===== config.mk =====
export PLATFORM = sky130hd
export DESIGN_NAME = mem_access_stage
export DESIGN_NICKNAME = d
export VERILOG_FILES = /design/src/rtl/mem_access_stage.sv
export SDC_FILE = /design/constraint.sdc
export NUM_CORES = 1
export LEC_CHECK = 0
export CORE_AREA = 2 2 259 261
export DETAILED_ROUTE_END_ITERATION = 10
export DIE_AREA = 0 0 261 263
export SYNTH_ARGS = -nofsm -noshare
export SYNTH_HDL_FRONTEND = slang
export SYNTH_SLANG_ARGS = --single-unit

===== constraint.sdc =====
create_clock -name clk -period 4.3 [get_ports clk]
set_input_delay 1.29 -clock clk [delete_from_list [all_inputs] [get_ports clk]]
set_output_delay 1.29 -clock clk [all_outputs]
set_load 0.01 [all_outputs]

===== src/rtl/mem_access_stage.sv =====
`default_nettype none
// ============================================================================
//  Module      : mem_access_stage
//  Description : EX/MEM pipeline register and MEM stage of the pipelined
//                LEGv8 core. Runs a req/ack data-memory handshake for
//                loads/stores, stalls the upstream pipe while memory is
//                busy, resolves CBZ/B and drives the MEM/WB register.
//  Revision    : 1.0 - initial release
// ============================================================================
module mem_access_stage #(
    parameter int N        = 64,
    parameter int MAX_WAIT = 16
) (
    input  logic         clk,
    input  logic         reset,
    input  logic         flush_i,
    input  logic         ex_valid,
    input  logic         ex_regWrite,
    input  logic         ex_memRead,
    input  logic         ex_memWrite,
    input  logic         ex_memtoReg,
    input  logic         ex_branch,
    input  logic         ex_zero,
    input  logic [N-1:0] ex_aluResult,
    input  logic [N-1:0] ex_writeData,
    input  logic [N-1:0] ex_PCBranch,
    input  logic [4:0]   ex_rd,
    output logic         dm_req,
    output logic         dm_we,
    output logic [N-1:0] dm_addr,
    output logic [N-1:0] dm_wdata,
    input  logic         dm_ack,
    input  logic [N-1:0] dm_rdata,
    output logic         stall_o,
    output logic         mem_err_o,
    output logic         PCSrc_M,
    output logic [N-1:0] PCBranch_M,
    output logic [4:0]   EX_MEM_rd,
    output logic         EX_MEM_regWrite,
    output logic [N-1:0] EX_MEM_aluResult,
    output logic         wb_valid,
    output logic         wb_regWrite,
    output logic         wb_memtoReg,
    output logic [4:0]   wb_rd,
    output logic [N-1:0] wb_aluResult,
    output logic [N-1:0] wb_readData
);

    // Counter is wide enough to hold MAX_WAIT-1 even when MAX_WAIT is 1.
    localparam int            c_cnt_w    = $clog2(MAX_WAIT + 1);
    localparam logic [c_cnt_w-1:0] c_last_cnt = c_cnt_w'(MAX_WAIT - 1);

    typedef enum logic [1:0] {
        ST_IDLE   = 2'd0,
        ST_ACCESS = 2'd1,
        ST_DONE   = 2'd2
    } state_t;

    // EX/MEM register
    logic         m_valid_q,     m_valid_d;
    logic         m_regwrite_q,  m_regwrite_d;
    logic         m_memread_q,   m_memread_d;
    logic         m_memwrite_q,  m_memwrite_d;
    logic         m_memtoreg_q,  m_memtoreg_d;
    logic         m_branch_q,    m_branch_d;
    logic         m_zero_q,      m_zero_d;
    logic [N-1:0] m_alu_q,       m_alu_d;
    logic [N-1:0] m_wdata_q,     m_wdata_d;
    logic [N-1:0] m_pcbranch_q,  m_pcbranch_d;
    logic [4:0]   m_rd_q,        m_rd_d;

    // Memory transaction control
    state_t               state_q, state_d;
    logic [c_cnt_w-1:0]   cnt_q,   cnt_d;
    logic                 err_q,   err_d;
    logic [N-1:0]         rdata_q, rdata_d;

    // MEM/WB register
    logic         wb_valid_q,    wb_valid_d;
    logic         wb_regwrite_q, wb_regwrite_d;
    logic         wb_memtoreg_q, wb_memtoreg_d;
    logic [4:0]   wb_rd_q,       wb_rd_d;
    logic [N-1:0] wb_alu_q,      wb_alu_d;
    logic [N-1:0] wb_rdata_q,    wb_rdata_d;

    logic w_mem_op;
    logic w_stall;
    logic w_take;

    assign w_mem_op = m_valid_q & (m_memread_q | m_memwrite_q);
    // The completion cycle releases the stall so the next entry can load.
    assign w_stall  = w_mem_op & (state_q != ST_DONE);
    assign w_take   = ex_valid & ~flush_i;

    // EX/MEM next value: hold while stalled, otherwise load entry or bubble
    always_comb begin
        m_valid_d    = m_valid_q;
        m_regwrite_d = m_regwrite_q;
        m_memread_d  = m_memread_q;
        m_memwrite_d = m_memwrite_q;
        m_memtoreg_d = m_memtoreg_q;
        m_branch_d   = m_branch_q;
        m_zero_d     = m_zero_q;
        m_alu_d      = m_alu_q;
        m_wdata_d    = m_wdata_q;
        m_pcbranch_d = m_pcbranch_q;
        m_rd_d       = m_rd_q;
        if (!w_stall) begin
            m_valid_d    = w_take;
            m_regwrite_d = ex_regWrite & w_take;
            m_memread_d  = ex_memRead  & w_take;
            m_memwrite_d = ex_memWrite & w_take;
            m_memtoreg_d = ex_memtoReg & w_take;
            m_branch_d   = ex_branch   & w_take;
            m_zero_d     = ex_zero     & w_take;
            m_alu_d      = ex_aluResult;
            m_wdata_d    = ex_writeData;
            m_pcbranch_d = ex_PCBranch;
            m_rd_d       = ex_rd;
        end
    end

    // Memory FSM: next state, wait counter, sticky error and read capture
    always_comb begin
        state_d = state_q;
        cnt_d   = cnt_q;
        err_d   = err_q;
        rdata_d = rdata_q;
        case (state_q)
            ST_IDLE: begin
                if (w_mem_op) begin
                    state_d = ST_ACCESS;
                    cnt_d   = '0;
                end
            end
            ST_ACCESS: begin
                if (dm_ack) begin
                    state_d = ST_DONE;
                    rdata_d = dm_rdata;
                end else if (cnt_q == c_last_cnt) begin
                    // Timeout: finish the op with zero data and flag it.
                    state_d = ST_DONE;
                    err_d   = 1'b1;
                    rdata_d = '0;
                end else begin
                    cnt_d = cnt_q + c_cnt_w'(1);
                end
            end
            ST_DONE: begin
                state_d = ST_IDLE;
            end
            default: begin
                state_d = ST_IDLE;
            end
        endcase
    end

    // MEM/WB next value: bubble while stalled, otherwise forward EX/MEM
    always_comb begin
        wb_valid_d    = 1'b0;
        wb_regwrite_d = 1'b0;
        wb_memtoreg_d = 1'b0;
        wb_rd_d       = wb_rd_q;
        wb_alu_d      = wb_alu_q;
        wb_rdata_d    = wb_rdata_q;
        if (!w_stall) begin
            wb_valid_d    = m_valid_q;
            wb_regwrite_d = m_valid_q & m_regwrite_q;
            wb_memtoreg_d = m_valid_q & m_memtoreg_q;
            wb_rd_d       = m_rd_q;
            wb_alu_d      = m_alu_q;
            wb_rdata_d    = rdata_q;
        end
    end

    // State registers with synchronous reset
    always_ff @(posedge clk) begin
        if (reset) begin
            m_valid_q     <= 1'b0;
            m_regwrite_q  <= 1'b0;
            m_memread_q   <= 1'b0;
            m_memwrite_q  <= 1'b0;
            m_memtoreg_q  <= 1'b0;
            m_branch_q    <= 1'b0;
            m_zero_q      <= 1'b0;
            m_alu_q       <= '0;
            m_wdata_q     <= '0;
            m_pcbranch_q  <= '0;
            m_rd_q        <= '0;
            state_q       <= ST_IDLE;
            cnt_q         <= '0;
            err_q         <= 1'b0;
            rdata_q       <= '0;
            wb_valid_q    <= 1'b0;
            wb_regwrite_q <= 1'b0;
            wb_memtoreg_q <= 1'b0;
            wb_rd_q       <= '0;
            wb_alu_q      <= '0;
            wb_rdata_q    <= '0;
        end else begin
            m_valid_q     <= m_valid_d;
            m_regwrite_q  <= m_regwrite_d;
            m_memread_q   <= m_memread_d;
            m_memwrite_q  <= m_memwrite_d;
            m_memtoreg_q  <= m_memtoreg_d;
            m_branch_q    <= m_branch_d;
            m_zero_q      <= m_zero_d;
            m_alu_q       <= m_alu_d;
            m_wdata_q     <= m_wdata_d;
            m_pcbranch_q  <= m_pcbranch_d;
            m_rd_q        <= m_rd_d;
            state_q       <= state_d;
            cnt_q         <= cnt_d;
            err_q         <= err_d;
            rdata_q       <= rdata_d;
            wb_valid_q    <= wb_valid_d;
            wb_regwrite_q <= wb_regwrite_d;
            wb_memtoreg_q <= wb_memtoreg_d;
            wb_rd_q       <= wb_rd_d;
            wb_alu_q      <= wb_alu_d;
            wb_rdata_q    <= wb_rdata_d;
        end
    end

    assign dm_req           = (state_q == ST_ACCESS);
    assign dm_we            = m_memwrite_q;
    assign dm_addr          = m_alu_q;
    assign dm_wdata         = m_wdata_q;
    assign stall_o          = w_stall;
    assign mem_err_o        = err_q;
    assign PCSrc_M          = m_valid_q & m_branch_q & m_zero_q;
    assign PCBranch_M       = m_pcbranch_q;
    assign EX_MEM_rd        = m_rd_q;
    assign EX_MEM_regWrite  = m_valid_q & m_regwrite_q;
    assign EX_MEM_aluResult = m_alu_q;
    assign wb_valid         = wb_valid_q;
    assign wb_regWrite      = wb_regwrite_q;
    assign wb_memtoReg      = wb_memtoreg_q;
    assign wb_rd            = wb_rd_q;
    assign wb_aluResult     = wb_alu_q;
    assign wb_readData      = wb_rdata_q;

endmodule
`default_nettype wire


* Word level (Yosys, flattened, before mapping) *
Index checks and enable logic that the tools add are counted.
Widths: inputs -> output; s select.

storage, ports and cells
  bits in writable memories = 0
  ROM bits = 0
  flip-flop bits (word level) = 412
  output and inout port bits = 403
  memories = 0
  latch bits = 0
  logic and storage cells = 63

cells by class
  shifts and indexed selects = 0
  reduce and logical (&&, ||, !) cells = 8
  $mul = 0
  bitwise gates (word level) = 16
  $lt $le $gt $ge = 0
  div/mod/pow operators = 0
  muxes and demuxes = 10
  equality and inequality tests = 7
  add/sub/neg operators = 1

operators with widths
  cell                 count
  $mux 64              2
  $mux 5               3
  $and 1x1->1          13
  $pmux 5 s2           1
  $ne 2x2->1 const B   4
  $mux 2               3
  $add 5x1->5 const B  1
  $eq 5x4->1 const B   1
  $pmux 2 s2           1
  $reduce_and 2->1     2
  $reduce_and 4->1     1
  $reduce_bool 2->1    2
  $ne 3x1->1 const B   1
  $reduce_and 3->1     1
  $eq 2x1->1 const B   1
  $logic_not 2->1      1
  $not 1->1            2
  $reduce_or 2->1      1
  $or 1x1->1           1

* Logic depth before layout (Yosys ltp) *
  depth in word-level cells = 4
  mapped depth = 8
  depth with buffers taken out = 6

* Worst setup path before layout *
OpenSTA, ideal clock, no wires.

  path kind = input port to flip-flop
  start = in dm_ack
  end = reg cnt_q[0]
  setup time = 0.069 ns
  slack = 2.050 ns
  data arrival time = 2.182 ns
  stages on the path = 3
  path buffers = 0
  cells stage by stage = or4b_1 or3_1 o21ai_1

on the way
  cells in the longest elaborated chain, start to end = 2

ends and longest elaborated chain
  what                               line  RTL
  start, declared                    32    input logic dm_ack,
  $ne 2x2->1 (no source line)        --
  $reduce_and 4->1 (no source line)  --
  end signal, assigned               213   cnt_q <= cnt_d;
  end, declared                      74    logic [c_cnt_w-1:0] cnt_q, cnt_d;

No other way between the ends.
A chain may end at the register's enable or synchronous reset.

* Final worst setup path *
  start = reg state_q[1]
  end = out dm_req

on the way
  cells in the longest elaborated chain, start to end = 1

ends and longest elaborated chain
  what                    line  RTL
  start, declared         73    state_t state_q, state_d;
  start signal, assigned  212   state_q <= state_d;
  $eq 2x1->1              225   assign dm_req = (state_q == ST_ACCESS);
  end, declared           28    output logic dm_req,

No other way between the ends.

==> results.md <==
- TritonCTS buffer count: 47
- Crit Path Max Fanout: 8
- Input/output buffers: 674
- Synth Instances: 1944
- DIE WIDTH: 261 um
- DRT Pass-1 Iters: 8
- Synthesized flop and latch total: 412
- Post-synthesis adder-cell area fraction: 0.234%
- Most common cell after layout, fill and taps aside: clkdlybuf4s50_1
- Global-route wire length before repair: 93.5 mm
- Routed vias: 16300
- Overall power consumption: 0.00925 W
- Antenna violations before repair: 4
- Synth Area in Compound Gates: 25.7%
- Power Dens Cells: 379 nW/um^2
- Netlist Area Pre-Place: 16000 um^2
- Fin crit share: 77.6%
- Data required time of the critical path: 3.01 ns
- CP arrival: 2.05 ns
- Critical Path Sink Type: output pin
- Setup-failing EPs final: 0
- Clock latency on the worst-skew pair: 0.59 ns
- Vias in the first global route: 15500
- Row count: 94
- Measured slew at the worst slew-check pin: 1.35 ns
- Hold Path Class: reg -> reg
- Min-delay src: wb_aluResult[23]
- Layout area overhead: 52.3%
- Post-Synth Simple-Gate Area: 13.1%
- Leak: 8.10 nW
- Postcts setup bufs: 0
- Clock Skews: 0.0279 ns
- Yosys warnings: 0
- H-tree depth: 2
- Hold Path Depth: 2
- Syn avg cell area: 8.23 um^2
- DR WL met3: 4.82 mm
- Met1 WL: 25.9 mm
- Crit Path Class: reg -> out
- Clock Path Buffers: 3
- Post-synth EDFFs: 0
- DR top layer: met5
- Routed wire length: 63.1 mm
- Syn Nets: 2219
- Element type at the critical path start: register
- Fill count: 6629
- Launch point of the worst reg-to-reg path: m_valid_q
- # clock sinks: 412
- Max Cap Viol: 0
- Setup TNS: 0 ns
- Worst r2r dst: wb_aluResult[12]
- Commonest register cell after synthesis: dfxtp_1
- PostCTS Resize Cnt: 0
- Main combinational cell family by area after synthesis: compound AO/OA/AOI/OAI gates
- Ys async rst share: 0%
- GRT overflow: 0
- Clock slew at the register clock pins of the worst setup and hold paths: 0.06 ns
- Post-CTS Hold Fix Bufs: 0
- Hpwl dp: 42.0 mm
- Wire length on met2: 30.3 mm
- Gr usage total: 17.1%
- Yosys cell types: 38
- Fin crit period: 3.34 ns
- Drt initial violations: 1318
- RSZ-0062 raised after global routing: no
- Synth Area in XOR/XNOR: 0%
- Post-synthesis sequential area ratio: 51.5%
- Slew margin rel.: 10.3%
- RD Place Congestion: 0.838
- Largest net degree at the start of global routing: 203
- Worst R2R Path Depth: 5
- Vias/cell: 4.92
- Clock Tree Root: clkbuf_16
- Die ar.: 68600 um^2
- Chip height: 263 um
- Worst hold endpoint: wb_aluResult[23]
- Peak supply drop: 380 uV
- Initial core utilization: 24.4%
- WL per Instance: 19.0 um
- Status: finished, final reports clean
- Max-slew violations: 0
- Antenna Nets Post-Route: 0
- Layout cells sized above 1: 4.78%
- Fin nets: 2689
- CTS tree: yes
- Mux cell area share after synthesis: 0%
- FF-to-FF setup slack: 1.43 ns
- I/O pin cnt: 675
- Hold Vio Cnt, Final: 0
- Fmax: 300 MHz
- Core Region: 65600 um^2
- DR DRC count: 0
- Commonest non-fill, non-tap cells in the layout: clkdlybuf4s50_1 (673), dfxtp_1 (412), a21oi_1 (401), nand3_1 (337), o21ai_0 (235)
-- cell families (layout without fill, tap and decap cells) --
family / count (synthesis) / after routing
and+or+nand+nor: 428 / 428
AOI/OAI and AO/OA: 814 / 814
buffers and inverters: 287 / 793
adders and majority gates: 3 / 3
other: 0 / 3
DFF: 412 / 412
-- how the worst max path moves through the flow --
stage                    start       end  slack, ns  cells past startpoint
detailed placement      dm_ack  cnt_q[2]       1.35                      4
global placement        dm_ack  cnt_q[0]       1.40                      4
global route        state_q[1]    dm_req       0.86                      3
CTS                 state_q[1]    dm_req       0.93                      3
floorplan               dm_ack  cnt_q[0]       2.05                      3
finish              state_q[1]    dm_req       0.96                      3
-- cells in the mapped netlist (all sizes together) (2+ instances only) --
cell type	n	area (um^2)
dfxtp	412	8250
a21oi	401	2010
o21ai	397	1990
nand3	337	1690
buf	180	1100
clkbuf	101	383
nand2	67	251
o211ai	7	52.6
inv	5	18.8
nor2	4	15.0
and3	3	18.8
ha	3	37.5
nand2b	3	18.8
a311oi	2	17.5
a31oi	2	12.5
and4	2	17.5
nand4	2	12.5
o21a	2	15.0
-- worst max-delay path: stages (launching register included) --
cell             delay (ns)
dfxtp_1                0.51
nand2b_2               0.20
clkinv_1               0.21
clkdlybuf4s50_1        0.56
-- power breakdown --
| group | switching (W) | total [W] | leakage (nW) | internal [W] |
|---|---|---|---|---|
| sequential | 0.000107 | 0.00407 | 3.38 | 0.00396 |
| combinational | 0.000400 | 0.000976 | 3.91 | 0.000576 |
| clock | 0.00169 | 0.00421 | 0.800 | 0.00252 |
| total | 0.00219 | 0.00925 | 8.10 | 0.00706 |
-- per-stage QoR --
stage	util (%)	instance area, um^2	std cells	setup slack (ns)	hold slack (ns)
final	37.2	24400	3317	0.963	0.460
after global routing	37.2	24400	3315	0.855	0.477
after CTS	37.1	24400	3314	0.933	0.464
after detailed placement	34.7	22700	3229	1.35	0.456
after global placement	34.7	22700	3229	1.40	0.448
after floorplan	-	16000	1944	2.05	0.439
-- sequential cells by signal, summed over array words and instances, names as in the netlist, 2 cells and up --
signal	cells
EX_MEM_aluResult	64
PCBranch_M	64
dm_wdata	64
rdata_q	64
wb_aluResult	64
wb_readData	64
EX_MEM_rd	5
cnt_q	5
wb_rd	5
state_q	2
-- layout make-up --
type	count	area [um^2]	share of cell area, %
Clock buffer	61	1310	5.37
Tap cell	864	1080	4.43
Antenna cell	3	7.51	0.0308
Sequential cell	412	8250	33.8
Multi-Input combinational cell	1245	6290	25.8
Timing Repair Buffer	702	7100	29.1
Clock inverter	24	325	1.33
Inverter	6	22.5	0.0924
-- layer usage --
metal	GRT usage [%]	vias up
met4	6.17	4
met2	28.8	596
met5	0	-
li1	-	7766
met1	21.0	7857
met3	4.31	95
Note: power is estimated with default switching activity, not from simulation.
